===== src/rtl/alu_seq.sv =====
// alu_seq: handshaked ALU between decode and writeback in the multi-cycle core.
//
// Single-cycle ops (ADD, SUB, AND, OR, XOR, SLT, SLTU, SLL, SRL, SRA) give a
// registered result one cycle after acceptance. Codes 14-15 return
// DEFAULT_RES.
//
// Optional feature macro: ALU_MULDIV_EN
//   defined     - codes 10-13 (MUL, MULHU, DIVU, REMU) run iteratively,
//                 one bit per cycle, for WIDTH cycles.
//   not defined - codes 10-13 behave as undefined codes and busy is tied 0.
//
// Parameters:
//   WIDTH        operand/result width (power of two, >= 8)
//   DEFAULT_RES  result for undefined codes, truncated/zero-extended to WIDTH
//
// Ports:
//   clk        rising-edge clock
//   rst_n      asynchronous active-low reset
//   in_valid   operands/control valid
//   in_ready   block can accept an operation this cycle
//   srcA/srcB  operands
//   control    operation select
//   out_valid  result/z valid
//   out_ready  consumer takes the result this cycle
//   result     registered result
//   z          registered (result == 0)
//   busy       multi-cycle operation in progress
module alu_seq #(
    parameter int          WIDTH       = 32,
    parameter logic [31:0] DEFAULT_RES = 32'hDEADCAFE
) (
    input  logic             clk,
    input  logic             rst_n,
    input  logic             in_valid,
    output logic             in_ready,
    input  logic [WIDTH-1:0] srcA,
    input  logic [WIDTH-1:0] srcB,
    input  logic [3:0]       control,
    output logic             out_valid,
    input  logic             out_ready,
    output logic [WIDTH-1:0] result,
    output logic             z,
    output logic             busy
);

    localparam int               SW      = $clog2(WIDTH);
    localparam logic [WIDTH-1:0] DEF_RES = WIDTH'(DEFAULT_RES);

    logic             accept;
    logic [SW-1:0]    shamt;
    logic [WIDTH-1:0] simpleRes;

    assign shamt  = srcB[SW-1:0];
    assign accept = in_valid & in_ready;

    // Result of every single-cycle operation, computed straight from the
    // input operands so it can be loaded on the accepting edge. Anything
    // that is not a single-cycle code falls through to the default result.
    always_comb begin
        simpleRes = DEF_RES;
        case (control)
            4'd0:    simpleRes = srcA + srcB;
            4'd1:    simpleRes = srcA - srcB;
            4'd2:    simpleRes = srcA & srcB;
            4'd3:    simpleRes = srcA | srcB;
            4'd4:    simpleRes = srcA ^ srcB;
            4'd5:    simpleRes = {{(WIDTH-1){1'b0}}, ($signed(srcA) < $signed(srcB))};
            4'd6:    simpleRes = {{(WIDTH-1){1'b0}}, (srcA < srcB)};
            4'd7:    simpleRes = srcA << shamt;
            4'd8:    simpleRes = srcA >> shamt;
            4'd9:    simpleRes = $signed(srcA) >>> shamt;
            default: simpleRes = DEF_RES;
        endcase
    end

`ifdef ALU_MULDIV_EN

    typedef enum logic [1:0] {IDLE, MUL, DIV} StateType;

    StateType           state;
    logic [SW-1:0]      count;
    logic               high;
    logic [WIDTH-1:0]   operand;
    logic [2*WIDTH-1:0] work;
    logic [WIDTH:0]     mulSum;
    logic [WIDTH:0]     divShift;
    logic [WIDTH:0]     divDiff;
    logic               divTake;
    logic [2*WIDTH-1:0] mulNext;
    logic [2*WIDTH-1:0] divNext;
    logic [2*WIDTH-1:0] stepNext;
    logic [WIDTH-1:0]   finalRes;

    // One iteration of either long operation. The work register is shared:
    // for multiply it holds {partial high half, remaining multiplier bits},
    // for divide it holds {partial remainder, dividend bits still to shift
    // in / quotient bits shifted in}. operand is the multiplicand or the
    // divisor. A zero divisor always "fits", so the quotient fills with ones
    // and the dividend ends up in the remainder without special handling.
    always_comb begin
        mulSum   = {1'b0, work[2*WIDTH-1:WIDTH]} + (work[0] ? {1'b0, operand} : {(WIDTH+1){1'b0}});
        mulNext  = {mulSum, work[WIDTH-1:1]};
        divShift = work[2*WIDTH-1:WIDTH-1];
        divDiff  = divShift - {1'b0, operand};
        divTake  = (divShift >= {1'b0, operand});
        divNext  = {(divTake ? divDiff[WIDTH-1:0] : divShift[WIDTH-1:0]), work[WIDTH-2:0], divTake};
        stepNext = (state == DIV) ? divNext : mulNext;
        finalRes = high ? stepNext[2*WIDTH-1:WIDTH] : stepNext[WIDTH-1:0];
    end

    // Control FSM and output register. In IDLE an accepted simple op loads
    // the result straight away, while MUL/MULHU/DIVU/REMU capture their
    // operands and iterate. high selects the upper half of the work
    // register at the end (MULHU product high, REMU remainder). A new load
    // takes priority over the consumer clearing out_valid, which lets a
    // fresh result replace a consumed one on the same edge.
    always_ff @(posedge clk or negedge rst_n) begin
        if (!rst_n) begin
            state     <= IDLE;
            count     <= '0;
            high      <= 1'b0;
            operand   <= '0;
            work      <= '0;
            out_valid <= 1'b0;
            result    <= '0;
            z         <= 1'b0;
        end else begin
            if (out_valid && out_ready) begin
                out_valid <= 1'b0;
            end
            case (state)
                IDLE: begin
                    if (accept) begin
                        case (control)
                            4'd10, 4'd11: begin
                                state   <= MUL;
                                operand <= srcA;
                                work    <= {{WIDTH{1'b0}}, srcB};
                                high    <= (control == 4'd11);
                                count   <= '0;
                            end
                            4'd12, 4'd13: begin
                                state   <= DIV;
                                operand <= srcB;
                                work    <= {{WIDTH{1'b0}}, srcA};
                                high    <= (control == 4'd13);
                                count   <= '0;
                            end
                            default: begin
                                result    <= simpleRes;
                                z         <= (simpleRes == '0);
                                out_valid <= 1'b1;
                            end
                        endcase
                    end
                end
                MUL, DIV: begin
                    work  <= stepNext;
                    count <= count + SW'(1);
                    if (count == SW'(WIDTH-1)) begin
                        state     <= IDLE;
                        result    <= finalRes;
                        z         <= (finalRes == '0);
                        out_valid <= 1'b1;
                    end
                end
                default: state <= IDLE;
            endcase
        end
    end

    assign busy     = (state != IDLE);
    assign in_ready = rst_n & (state == IDLE) & (~out_valid | out_ready);

`else

    // Output register for the single-cycle-only build: load on acceptance,
    // clear when the consumer takes the result, with load winning so a new
    // result can follow a consumed one back to back.
    always_ff @(posedge clk or negedge rst_n) begin
        if (!rst_n) begin
            out_valid <= 1'b0;
            result    <= '0;
            z         <= 1'b0;
        end else begin
            if (out_valid && out_ready) begin
                out_valid <= 1'b0;
            end
            if (accept) begin
                result    <= simpleRes;
                z         <= (simpleRes == '0);
                out_valid <= 1'b1;
            end
        end
    end

    assign busy     = 1'b0;
    assign in_ready = rst_n & (~out_valid | out_ready);

`endif

endmodule


===== config.mk =====
export PLATFORM = sky130hd
export DESIGN_NAME = alu_seq
export DESIGN_NICKNAME = d
export VERILOG_FILES = /design/src/rtl/alu_seq.sv
export SDC_FILE = /design/constraint.sdc
export NUM_CORES = 1
export LEC_CHECK = 0
export BUFFER_PORTS_ARGS = -buffer_cell sky130_fd_sc_hd__buf_2
export CAP_MARGIN = 20
export CORE_ASPECT_RATIO = 1.5
export CORE_MARGIN = 2
export CORE_UTILIZATION = 57
export CTS_CLUSTER_DIAMETER = 120
export CTS_CLUSTER_SIZE = 20
export DETAILED_ROUTE_END_ITERATION = 12
export PLACE_DENSITY = 0.8
export SLEW_MARGIN = 20
export SYNTH_ARGS = -nofsm -noshare
export SYNTH_HDL_FRONTEND = slang
export SYNTH_SLANG_ARGS = --single-unit

===== constraint.sdc =====
create_clock -name clk -period 2.5 [get_ports clk]
set_input_delay 0 -clock clk [delete_from_list [all_inputs] [get_ports clk]]
set_output_delay 0 -clock clk [all_outputs]
set_load 0.05 [all_outputs]

==> impl_metrics.csv, run 1 <==
group,metric,value,unit
grt,grt_pass1_vias,22518,
yosys,syn_area,11200,um^2
yosys,synth-seq-cells,34,
yosys,synth_edf_count,0,
die,rows,62,
die,start_util,58.3,%
die,io_pins,108,
yosys,synth_flop_cell,"dfrtp_1",
clocking,cts_made_buffers,5,
place,hpwl,49400,um
clocking,cts.path.max_buffers,2,
run_status,stop_error,"[ERROR GRT-0116] Global routing finished with congestion. Check the congestion regions in the DRC Viewer.",
die,die_h,176,um
clocking,cts-htree-levels,2,
grt,grt_max_degree,37,
grt,grt_pass1_wl,146000,um
grt,grt-ovfl-total,579,
yosys,synthCells,1546,
die,die_w,119,um
clocking,clockRootBuffer,"clkbuf_16",
run_status,outcome,"did not finish",
run_status,stop_stage,"global routing",
yosys,synth_cell_type_count,85,
yosys,postSynth.asyncResetShare,100,%
place,portBuffers,106,
clocking,clock_sinks,34,
yosys,postSynthAreaPerCell,7.25,um^2
grt,grtUsageTotal,87.2,%
place,gp_congestion,1.34,
yosys,yosysWarnings,0,
yosys,ys_seq_area_share,7.59,%
yosys,syn_nets,1717,
-- stage by stage --
| step | cell area, um^2 | cells | utilization [%] | setup WS [ns] | setup TNS [ns] |
|---|---|---|---|---|---|
| detailed placement | 16300 | 2368 | 84.8 | -1.50 | -15.73 |
| global placement | 16300 | 2368 | 84.8 | -1.27 | -11.72 |
| floorplan | 11600 | 1546 | - | -0.717 | -4.91 |
| CTS | 17800 | 2413 | 92.3 | -0.658 | -2.92 |
-- kinds of logic after synthesis --
group | count (synthesis) | share of synthesized area (%)
buffers and inverters | 231 | 8.38
multiplexers | 125 | 17.5
AND/OR/NAND/NOR | 507 | 21.9
flip-flops | 34 | 7.59
XOR/XNOR | 17 | 1.33
adder cells (fa/ha/maj) | 99 | 11.2
other | 1 | 0.0334
AO/OA/AOI/OAI | 532 | 32.0
-- what timing repair did --
action                                 4_1_cts
setup endpoints to repair                   22
gates cloned                                 4
endpoints found under the hold margin       34
gates resized for setup                    225
hold buffers                                 1
pin swaps                                   69
setup buffers                               36
-- cell usage after synthesis (6+ instances only) --
| cell | instances | area [um^2] |
|---|---|---|
| dfrtp_1 | 34 | 851 |
| a2111oi_0 | 10 | 87.6 |
| o221ai_1 | 15 | 131 |
| o21bai_1 | 6 | 45.0 |
| a211o_1 | 8 | 70.1 |
| or2_2 | 8 | 50.1 |
| nor2_1 | 121 | 454 |
| o21a_1 | 12 | 90.1 |
| xnor2_1 | 16 | 140 |
| nand2_1 | 158 | 593 |
| nand3_1 | 35 | 175 |
| or4_1 | 6 | 45.0 |
| or3_1 | 6 | 37.5 |
| o211ai_1 | 37 | 278 |
| nor4_1 | 21 | 131 |
| mux2_2 | 31 | 349 |
| inv_1 | 93 | 349 |
| buf_2 | 21 | 105 |
| a31oi_1 | 22 | 138 |
| clkinv_1 | 6 | 22.5 |
| clkbuf_1 | 93 | 349 |
| buf_1 | 11 | 41.3 |
| o31ai_1 | 17 | 128 |
| a21o_1 | 16 | 120 |
| o21ai_0 | 109 | 546 |
| nor3b_1 | 9 | 67.6 |
| ha_1 | 97 | 1210 |
| a211oi_1 | 22 | 165 |
| a21oi_1 | 118 | 591 |
| nor2b_1 | 21 | 131 |
| a221oi_1 | 14 | 123 |
| o311a_1 | 7 | 70.1 |
| o22ai_1 | 23 | 144 |
| a221o_1 | 8 | 80.1 |
| nor4b_1 | 6 | 52.6 |
| mux4_2 | 51 | 1150 |
| nand4_1 | 23 | 144 |
| o2111ai_1 | 9 | 78.8 |
| o211a_1 | 9 | 90.1 |
| a22oi_1 | 15 | 113 |
| mux2i_1 | 40 | 400 |
| and3_1 | 8 | 50.1 |
| nor3_1 | 49 | 245 |
| nand2b_1 | 14 | 87.6 |
-- metal layers --
layer  global-route usage (%)  GRT overflow
met1                     84.7            12
met2                      105           375
met3                     71.7            11
met4                     91.9           181
met5                     33.7             0
==> inputs of run 2 (changes only) <==
CORE_ASPECT_RATIO = unset   (was 1.5)
CORE_UTILIZATION = 40   (was 57)
CTS_CLUSTER_DIAMETER = unset   (was 120)
CTS_CLUSTER_SIZE = unset   (was 20)
PLACE_DENSITY = unset   (was 0.8)
PLACE_DENSITY_LB_ADDON = 0.15   (was unset)
clock period = 3.25 ns   (was 2.5 ns; I/O delays follow)
==> run 2 against run 1 <==
The flow now finishes, with violations (setup timing). Synthesized cell count unchanged. Synthesized area is the same.
==> impl_metrics.csv, run 2 <==
group,metric,value,unit
power_and_ir_drop,p_sw_share,49.8,%
clocking,clockRootBuffer,"clkbuf_16",
setup_path,critical_path_class,"in2reg",
yosys,synth_top_area_cell,"ha_1",
sta,skew,0.00624,ns
die,io_pins,108,
die,rows,61,
route,postRouteAntennaNets,0,
sta,finalMaxSlewViolations,0,
sta,whs,0.103,ns
sta,fin_crit_sh,103,%
cells_and_area,final_common_cell,"buf_4",
yosys,synth_area_leaders,"ha_1 (11%), mux4_2 (10%), dfrtp_1 (7.6%)",
cells_and_area,fin_area,16400,um^2
power_and_ir_drop,internal_power,2120,uW
yosys,synth-seq-cells,34,
worst_hold_path,hold_class,"in2reg",
power_and_ir_drop,power.density,257,nW/um^2
die,core,27700,um^2
place,post_dp_cell_area,15900,um^2
clocking,cts_made_buffers,5,
yosys,syn_nets,1717,
yosys,postSynth.asyncResetShare,100,%
power_and_ir_drop,pwr-share-comb,76.6,%
route,first_iter_violations,2065,
place,dp.cells,2426,
yosys,synth_edf_count,0,
sta,final.setup.worst_slack,-0.0884,ns
yosys,ys_seq_area_share,7.59,%
setup_path,cp.arrival,3.55,ns
sta,finalHoldViolations,0,
power_and_ir_drop,power.share.clock,10.3,%
sta,max_freq,0.300,GHz
yosys,synth_flop_cell,"dfrtp_1",
run_status,outcome,"complete, but fails checks",
route,firstDrtPassIters,7,
yosys,postSynthAreaPerCell,7.25,um^2
die,die_w,171,um
setup_path,worstPathRequired,3.46,ns
power_and_ir_drop,p_switching,2100,uW
power_and_ir_drop,p_seq_share,13.0,%
clocking,cts-htree-levels,2,
yosys,yosysWarnings,0,
clocking,cts.path.max_buffers,2,
die,die_h,171,um
route,vias,15544,
yosys,synth_cell_type_count,85,
sta,tns,-0.0884,ns
grt,grtUsageTotal,42.1,%
cells_and_area,largest_reg_flops,32,
cells_and_area,area_delta_synth_final,46.2,%
route,routedWlPerCell,25.8,um
cells_and_area,instances_no_fill,2448,
setup_path,crit_fanout,7,
power_and_ir_drop,peakVddDrop,234,uV
clocking,insertion_delay,0.28,ns
yosys,ys_top_cells_by_count,"nand2_1 (158), nor2_1 (121), a21oi_1 (118), o21ai_0 (109), ha_1 (97)",
job,cap_violations,0,
grt,grt_max_degree,39,
yosys,syn_area,11200,um^2
route,viasPerCell,6.35,
cells_and_area,fin_nets,2241,
die,die_area,29400,um^2
place,hpwl,52900,um
yosys,synthCells,1546,
place,gp_congestion,1.06,
cells_and_area,drive_gt1_share,39.6,%
clocking,cts_tree,"done",
yosys,yosys.area.top_type_share,10.8,%
setup_path,cp-start-kind,"input port",
setup_path,r2r_slack,0.04,ns
grt,antenna_found_initial,1,
sta,max_slew_margin,40.0,%
route,drc,0,
sta,setup_viol,1,
grt,grt_pass1_vias,14526,
grt,grt_pass1_wl,92200,um
sta,period_needed,3.34,ns
cells_and_area,regMostFlops,"result",
route,wl,63200,um
cells_and_area,final_util,59.2,%
die,start_util,40.5,%
cells_and_area,n_antenna_cell,0,
clocking,clk_pin_slew,0.05,ns
power_and_ir_drop,p_leak,0.00750,uW
grt,grt-ovfl-total,0,
run_status,violations,"setup timing",
sta,rsz0062_at_grt,"yes",
setup_path,end_kind,"flop",
place,portBuffers,106,
cells_and_area,layout_common_cells,"buf_4 (529), nand2_1 (157), nor2_1 (120)",
sta,worst_slew_pin_slew,0.899,ns
cells_and_area,reg_top3,"result x32, out_valid x1, z x1",
yosys,yosysMostFrequentCell,"nand2_1",
clocking,clock_sinks,34,
## run 2: cell counts after synthesis
Identical to the previous run, type by type.
## run 2: power groups by stage
stage	clock [uW]	combinational [uW]	sequential (uW)
finish	436	3230	549
global route	464	3400	562
CTS	446	3110	551
detailed placement	0	3070	558
global placement	0	3060	554
floorplan	0	1350	861
## run 2: path summary, 6_finish.rpt
path                       startpoint          to  depth (start not counted)
max                           srcB[0]           z                         16
min                         out_ready   out_valid                          4
max reg2reg                 out_valid           z                         13
min reg2reg                result[26]  result[26]                          2
max in group asynchronous       rst_n  result[25]                          3
min in group asynchronous       rst_n   result[4]                          3
## run 2: per-stage QoR
stage | worst slack, ns | total power, uW
global route | -0.171 | 4430
global placement | -0.668 | 3610
detailed placement | -0.663 | 3620
finish | -0.0884 | 4210
floorplan | 0.0159 | 2210
CTS | -0.136 | 4110
## run 2: critical path, stage by stage
cell and delay [ns]:
buf_12 0.12, buf_12 0.12, buf_4 0.10, buf_4 0.13, mux4_2 0.55, buf_4 0.18
mux2i_2 0.20, o32a_1 0.33, mux2_2 0.20, nand4_1 0.18, or4_4 0.49, nor4_4 0.27
buf_4 0.16, nand4_1 0.14, nor4_2 0.18, a41o_1 0.19
## run 2: cell type report
cell class / instances / area [um^2]
repair buffers: 649 / 4760
inverters: 99 / 380
well taps: 378 / 473
fillers: 2706 / 11300
multi-input cells: 1281 / 9790
flip-flops and latches: 34 / 851
clock buffers: 5 / 125
clock inverters: 2 / 10.0
## run 2: what timing repair did
action	4_1_cts	5_1_grt
pin swaps	11	24
endpoints found under the setup margin	4	5
cloned	0	0
buffers inserted	7	7
hold endpoints to repair	34	0
resized for setup	20	34
hold buffers	1	0
## run 2: logic make-up after synthesis
| logic type | synth area share, % |
|---|---|
| AOI/OAI and AO/OA | 32.0 |
| xor gates and xnor gates | 1.33 |
| adders and majority gates | 11.2 |
| buffers and inverters | 8.38 |
| DFF | 7.59 |
| muxes | 17.5 |
| other | 0.0334 |
| and+or+nand+nor | 21.9 |
## run 2: routing by layer
| metal | wire length (um) | up-vias | GRT usage (%) | part of all wire (%) |
|---|---|---|---|---|
| li1 | - | 6919 | - | - |
| met1 | 25400 | 7402 | 56.8 | 40 |
| met2 | 28000 | 1039 | 67.1 | 44 |
| met3 | 6690 | 182 | 6.24 | 11 |
| met4 | 3040 | 2 | 17.0 | 4.8 |
| met5 | 13 | - | 0 | 0.021 |
Power figures use the tool's default switching activity.
==> inputs of run 3 (changes only) <==
ABC_AREA = 1   (was unset)
==> run 3 against run 2 <==
The run now ends clean. Via count down 0.29%. Hold slack better by 0.20 ns. Die area grew 3.6%. Clock power increased by 9.2%. Critical path depth is 4 higher. Count of clock-buffer cells in the layout increased by 2. Register-to-register slack gained 1.1 ns. Critical path type unchanged.
==> impl_metrics.csv, run 3 <==
group,metric,value,unit
yosys,syn_area,11600,um^2
yosys,postSynth.asyncResetShare,100,%
route,routedWlPerCell,22.0,um
die,rows,62,
place,place_ws,0.121,ns
route,postRouteAntennaNets,0,
setup_path,critPathMaxStageDelay,0.44,ns
clocking,cts_tree,"done",
grt,grt-ovfl-total,0,
yosys,ys_top_cells_by_count,"nand2_1 (788), nand3_1 (401), inv_1 (283), nor2_1 (192), ha_1 (97)",
cells_and_area,reg_top3,"result x32, out_valid x1, z x1",
clocking,hold_buffers,2,
clocking,cts_made_buffers,5,
clocking,clockRootBuffer,"clkbuf_16",
clocking,cts.path.max_buffers,2,
yosys,synth_top_area_cell,"nand2_1",
power_and_ir_drop,p_switching,1960,uW
setup_path,critical_path_class,"in2reg",
run_status,outcome,"complete, no violations",
die,die_h,175,um
die,io_pins,108,
yosys,yosysMostFrequentCell,"nand2_1",
route,firstDrtPassIters,6,
yosys,postSynthAreaPerCell,5.14,um^2
power_and_ir_drop,p_sw_share,57.7,%
route,first_iter_violations,1693,
sta,rsz0062_at_grt,"no",
setup_path,reg2reg_depth,6,
yosys,synth_area_leaders,"nand2_1 (25%), nand3_1 (17%), ha_1 (10%)",
sta,period_needed,2.98,ns
clocking,cts_resized,0,
setup_path,worstPathRequired,3.47,ns
die,start_util,40.5,%
setup_path,critPathTopFamily,"simple AND/OR/NAND/NOR gates",
worst_hold_path,hold_class,"in2async",
setup_path,path_buf_inv,3,
yosys,yosysWarnings,0,
clocking,insertion_delay,0.28,ns
die,die_area,30500,um^2
clocking,clk_pin_slew,0.05,ns
sta,whs,0.306,ns
setup_path,cp_common_cell,"nand2_1",
sta,skew,0.00395,ns
sta,max_slew_margin,31.9,%
setup_path,r2r_slack,1.16,ns
route,wl,59800,um
job,cap_violations,0,
setup_path,r2r-end,"result[8]",
power_and_ir_drop,peakVddDrop,181,uV
route,viasPerCell,5.71,
clocking,cts_setup_buffers,0,
cells_and_area,area_delta_synth_final,9.02,%
sta,finalHoldViolations,0,
place,dp.cells,2706,
setup_path,cp.arrival,3.19,ns
grt,grt_pass1_vias,14588,
setup_path,path_cells,"buf_2 -> inv_1 -> ha_1 -> inv_1 -> nand2_1 -> nor2_1 -> nand3_1 -> nand2_1 -> nand2_1 -> nand2_1 -> nand3_1 -> nand3_1 -> nand2_1 -> nor2_1 -> nand2_1 -> nor2_1 -> nand3_1 -> nor2_1 -> nand3_1 -> nand2_1",
cells_and_area,drive_gt1_share,10.2,%
cells_and_area,largest_reg_flops,32,
setup_path,cp-start-kind,"input port",
clocking,cts-htree-levels,2,
yosys,synth_flop_cell,"dfrtp_1",
sta,max_freq,0.336,GHz
yosys,synthCells,2263,
route,vias,15499,
cells_and_area,layout_common_cells,"nand2_1 (788), nand3_1 (401), inv_1 (283)",
setup_path,slowest_stage,"ha_1",
setup_path,crit_start,"srcA[7]",
setup_path,crit_cells,20,
power_and_ir_drop,power.share.clock,14.0,%
setup_path,crit_fanout,8,
sta,setup_viol,0,
grt,antenna_found_initial,1,
place,gp_congestion,1.08,
grt,grtUsageTotal,38.4,%
power_and_ir_drop,power.density,268,nW/um^2
yosys,synth_edf_count,0,
setup_path,rr_startpoint,"out_valid",
place,portBuffers,106,
cells_and_area,final_util,44.2,%
power_and_ir_drop,internal_power,1440,uW
setup_path,worstSetupEndpoint,"z",
power_and_ir_drop,p_leak,0.00728,uW
sta,worst_slew_pin_slew,1.02,ns
route,drc,0,
cells_and_area,instances_no_fill,2716,
grt,grt_max_degree,73,
grt,grt_pass1_wl,88100,um
sta,finalMaxSlewViolations,0,
yosys,yosys.area.top_type_share,25.4,%
die,core,28700,um^2
sta,fin_crit_sh,91.7,%
sta,final.setup.worst_slack,0.271,ns
sta,tns,0,ns
power_and_ir_drop,pwr-share-comb,69.8,%
yosys,synth_cell_type_count,44,
cells_and_area,fin_nets,2502,
die,die_w,175,um
yosys,ys_seq_area_share,7.31,%
power_and_ir_drop,p_seq_share,16.2,%
cells_and_area,regMostFlops,"result",
setup_path,end_kind,"flop",
clocking,clock_sinks,34,
place,hpwl,49900,um
yosys,syn_nets,2434,
cells_and_area,n_antenna_cell,0,
yosys,synth-seq-cells,34,
cells_and_area,final_common_cell,"nand2_1",
==> run 3: cell types whose count changed in the layout (fill, tap and decap cells not counted), moves of 23 or more <==
cell     before  now
nand2_1     157  788
buf_4       529   53
nand3_1      35  401
inv_1        90  283
nor2_1      120  192
mux4_2       52    0
mux2i_1      37    0
mux2_2       30    0
nor3_1       46   17
a21oi_1     114   86
o21ai_0     102   79
==> run 3: final cells by class <==
class                           instances  area, um^2
Clock buffer                            7         143
Clock inverter                          1        5.00
Fill cell                            3359       16000
Inverter                              295        1110
Multi-Input combinational cell       1832        9110
Sequential cell                        34         851
Tap cell                              384         480
Timing Repair Buffer                  163         988
==> run 3: worst min-delay path by stage <==
stage / from / to / slack [ns]
floorplan: rst_n / out_valid / -0.30
global placement: rst_n / result[26] / 0.06
detailed placement: rst_n / result[20] / 0.06
CTS: rst_n / result[20] / 0.30
global route: control[1] / result[0] / 0.33
finish: rst_n / result[31] / 0.31
==> run 3: power by group through the flow <==
stage / Combinational, uW / Clock, uW / Sequential [uW]
floorplan: 1260 / 0 / 827
detailed placement: 2300 / 0 / 554
finish: 2370 / 476 / 548
global placement: 2310 / 0 / 552
global route: 2560 / 496 / 556
CTS: 2310 / 481 / 548
==> run 3: worst min-delay path: stages <==
cell and delay [ns]:
dlygate4sd3_1 0.53, buf_2 0.10, buf_4 0.39
==> run 3: cell families after synthesis <==
family	count (synthesis)	share of synthesized area, %
flip-flops	34	7.31
AO/OA/AOI/OAI	234	11.4
other	1	0.0322
buffers and inverters	397	14.4
AND/OR/NAND/NOR	1498	56.1
adder cells (fa/ha/maj)	99	10.8
==> run 3: metal layers <==
metal	up-vias	global-route usage (%)	part of all wire, %	wire, um
li1	7379	-	-	-
met1	7206	51.6	42	25200
met2	796	63.0	45	26900
met3	116	4.86	8.6	5130
met4	2	13.9	4.3	2540
met5	-	0	0.030	18
==> run 3: metrics by stage <==
stage | total power (uW) | cell area, um^2
after CTS | 3340 | 12700
final | 3390 | 12700
after global placement | 2860 | 12500
after floorplan | 2090 | 11600
after detailed placement | 2850 | 12500
after global routing | 3610 | 12700
==> inputs of run 4 (changes only) <==
CELL_PAD_IN_SITES_DETAIL_PLACEMENT = 0   (was unset)
CELL_PAD_IN_SITES_GLOBAL_PLACEMENT = 2   (was unset)
CORE_UTILIZATION = 31   (was 40)
==> run 4 against run 3 <==
Final cell count is 4.1% higher. Count of clock-buffer cells in the layout stayed put. Via count is 1.5% lower. Flip-flop and latch count stayed put. Sequential share of layout area is 0.18 points lower. Global-route usage is 5.5 points lower. Largest power group unchanged. Worst setup slack better by 0.038 ns. Hold slack worse by 0.017 ns. Die area is 28% higher. Sequential power hardly changed. Largest cell class unchanged. Utilization is 8.8 points lower. Maximum frequency is 1.3% higher.
==> impl_metrics.csv, run 4 (same netlist as run 3, synthesis figures left out) <==
group,metric,value,unit
sta,rsz0062_at_grt,"no",
route,viasPerCell,5.40,
clocking,insertion_delay,0.30,ns
power_and_ir_drop,power.density,272,nW/um^2
setup_path,worstPathRequired,3.49,ns
clocking,cts-htree-levels,2,
grt,grt_pass1_wl,93600,um
setup_path,critical_path_class,"in2reg",
clocking,clockRootBuffer,"clkbuf_16",
power_and_ir_drop,peakVddDrop,200,uV
worst_hold_path,hold_class,"in2async",
cells_and_area,drive_gt1_share,11.2,%
sta,whs,0.289,ns
grt,grt-ovfl-total,0,
cells_and_area,fillers,4348,
cells_and_area,largest_reg_flops,32,
sta,worst_slew_pin_slew,0.980,ns
clocking,cts_made_buffers,5,
clocking,cts.path.max_buffers,2,
die,die_h,198,um
sta,setup_viol,0,
die,die_area,39100,um^2
grt,met2_usage,55.9,%
grt,use_met3,5.02,%
power_and_ir_drop,p_leak,0.00742,uW
power_and_ir_drop,p_switching,2070,uW
die,die_w,198,um
grt,grtUsageTotal,32.9,%
power_and_ir_drop,pwr-share-comb,69.9,%
die,io_pins,108,
power_and_ir_drop,power.share.clock,14.6,%
grt,grt_max_degree,74,
sta,final.setup.worst_slack,0.309,ns
setup_path,cp-start-kind,"input port",
place,place_ws,0.109,ns
place,gp_congestion,0.996,
sta,tns,0,ns
clocking,cts_tree,"done",
cells_and_area,reg_top3,"result x32, out_valid x1, z x1",
grt,grt_util_met1,43.3,%
cells_and_area,multi_input_area,9110,um^2
job,cap_violations,0,
sta,skew,0.00845,ns
cells_and_area,regMostFlops,"result",
route,firstDrtPassIters,6,
setup_path,cp.arrival,3.18,ns
place,portBuffers,106,
place,post_dp_cell_area,12900,um^2
setup_path,critPathMaxStageDelay,0.46,ns
sta,max_freq,0.340,GHz
run_status,outcome,"complete, no violations",
cells_and_area,layout_common_cells,"nand2_1 (788), nand3_1 (401), inv_1 (282)",
route,wl,65400,um
clocking,clk_pin_slew,0.06,ns
cells_and_area,seqCellArea,851,um^2
route,postRouteAntennaNets,0,
sta,finalMaxSlewViolations,0,
power_and_ir_drop,p_seq_share,15.5,%
setup_path,crit_fanout,9,
route,vias,15274,
sta,finalHoldViolations,0,
cells_and_area,fin_area,13000,um^2
grt,busiest_layer,"met2",
setup_path,path_cells,"buf_2 -> inv_1 -> ha_1 -> inv_1 -> nand2_1 -> nor2_2 -> nand3_1 -> nand3_1 -> a21oi_1 -> o21ai_0 -> nand3_1 -> nor2_1 -> nand2_1 -> nor2_1 -> nand2_1 -> nor2_1 -> nand3_1 -> nand2_1",
clocking,clock_sinks,34,
power_and_ir_drop,internal_power,1480,uW
die,core,36800,um^2
cells_and_area,fin_nets,2529,
grt,grt_pass1_vias,14546,
route,first_iter_violations,1558,
setup_path,end_kind,"flop",
route,drc,0,
power_and_ir_drop,p_sw_share,58.2,%
cells_and_area,area_delta_synth_final,12.0,%
grt,antenna_found_initial,1,
die,start_util,31.6,%
place,hpwl,55100,um
sta,fin_crit_sh,90.5,%
cells_and_area,final_common_cell,"nand2_1",
route,routedWlPerCell,23.1,um
sta,period_needed,2.94,ns
sta,max_slew_margin,34.4,%
setup_path,slowest_stage,"ha_1",
die,rows,70,
[run 4: per-stage QoR]
step	std cells	power (uW)	util (%)
after global placement	2817	3000	35.0
after detailed placement	2817	2990	35.0
after global routing	2827	3780	35.4
after CTS	2827	3520	35.4
final	2828	3550	35.4
after floorplan	2263	2090	-
[run 4: cell type report]
cell class | instances | area share (%)
flip-flops and latches | 34 | 6.53
repair buffers | 190 | 9.43
well taps | 468 | 4.49
inverters | 295 | 8.52
clock buffers | 7 | 1.09
multi-input cells | 1832 | 69.9
diodes | 1 | 0.0192
clock inverters | 1 | 0.0384
[run 4: routing by layer]
layer  vias to the layer above  wire length, um
li1                       7448                -
met4                         2             1930
met2                       579            30500
met3                        80             4850
met5                         -               13
met1                      7165            28200
[run 4: power by group through the flow]
stage	Combinational (uW)	Clock [uW]	Sequential [uW]
final	2480	518	550
after global placement	2440	0	556
after CTS	2440	523	551
after floorplan	1260	0	827
after global routing	2680	544	560
after detailed placement	2430	0	558
[run 4: worst max-delay path, delay by kind of cell]
family / cells / cell delay (ns)
compound gates: 2 / 0.22
fa+ha+maj: 1 / 0.46
buf+inv: 3 / 0.48
simple gates: 12 / 2.02
[run 4: final timing paths]
kind                                 start          to  slack [ns]  cells after the start
worst max register to register   out_valid  result[19]        1.63                      6
worst max-delay path              srcA[11]           z        0.31                     18
max in group asynchronous            rst_n   result[8]        2.60                      3
min in group clk                  in_valid   out_valid        0.31                      4
worst min register to register  result[23]  result[23]        0.48                      2
worst min-delay path                 rst_n  result[28]        0.29                      3
[run 4: what timing repair did]
item | CTS | global route
gates resized for setup | 0 | 0
buffers inserted | 0 | 0
setup endpoints to repair | 0 | 0
endpoints found under the hold margin | 35 | 0
hold buffers | 2 | 0
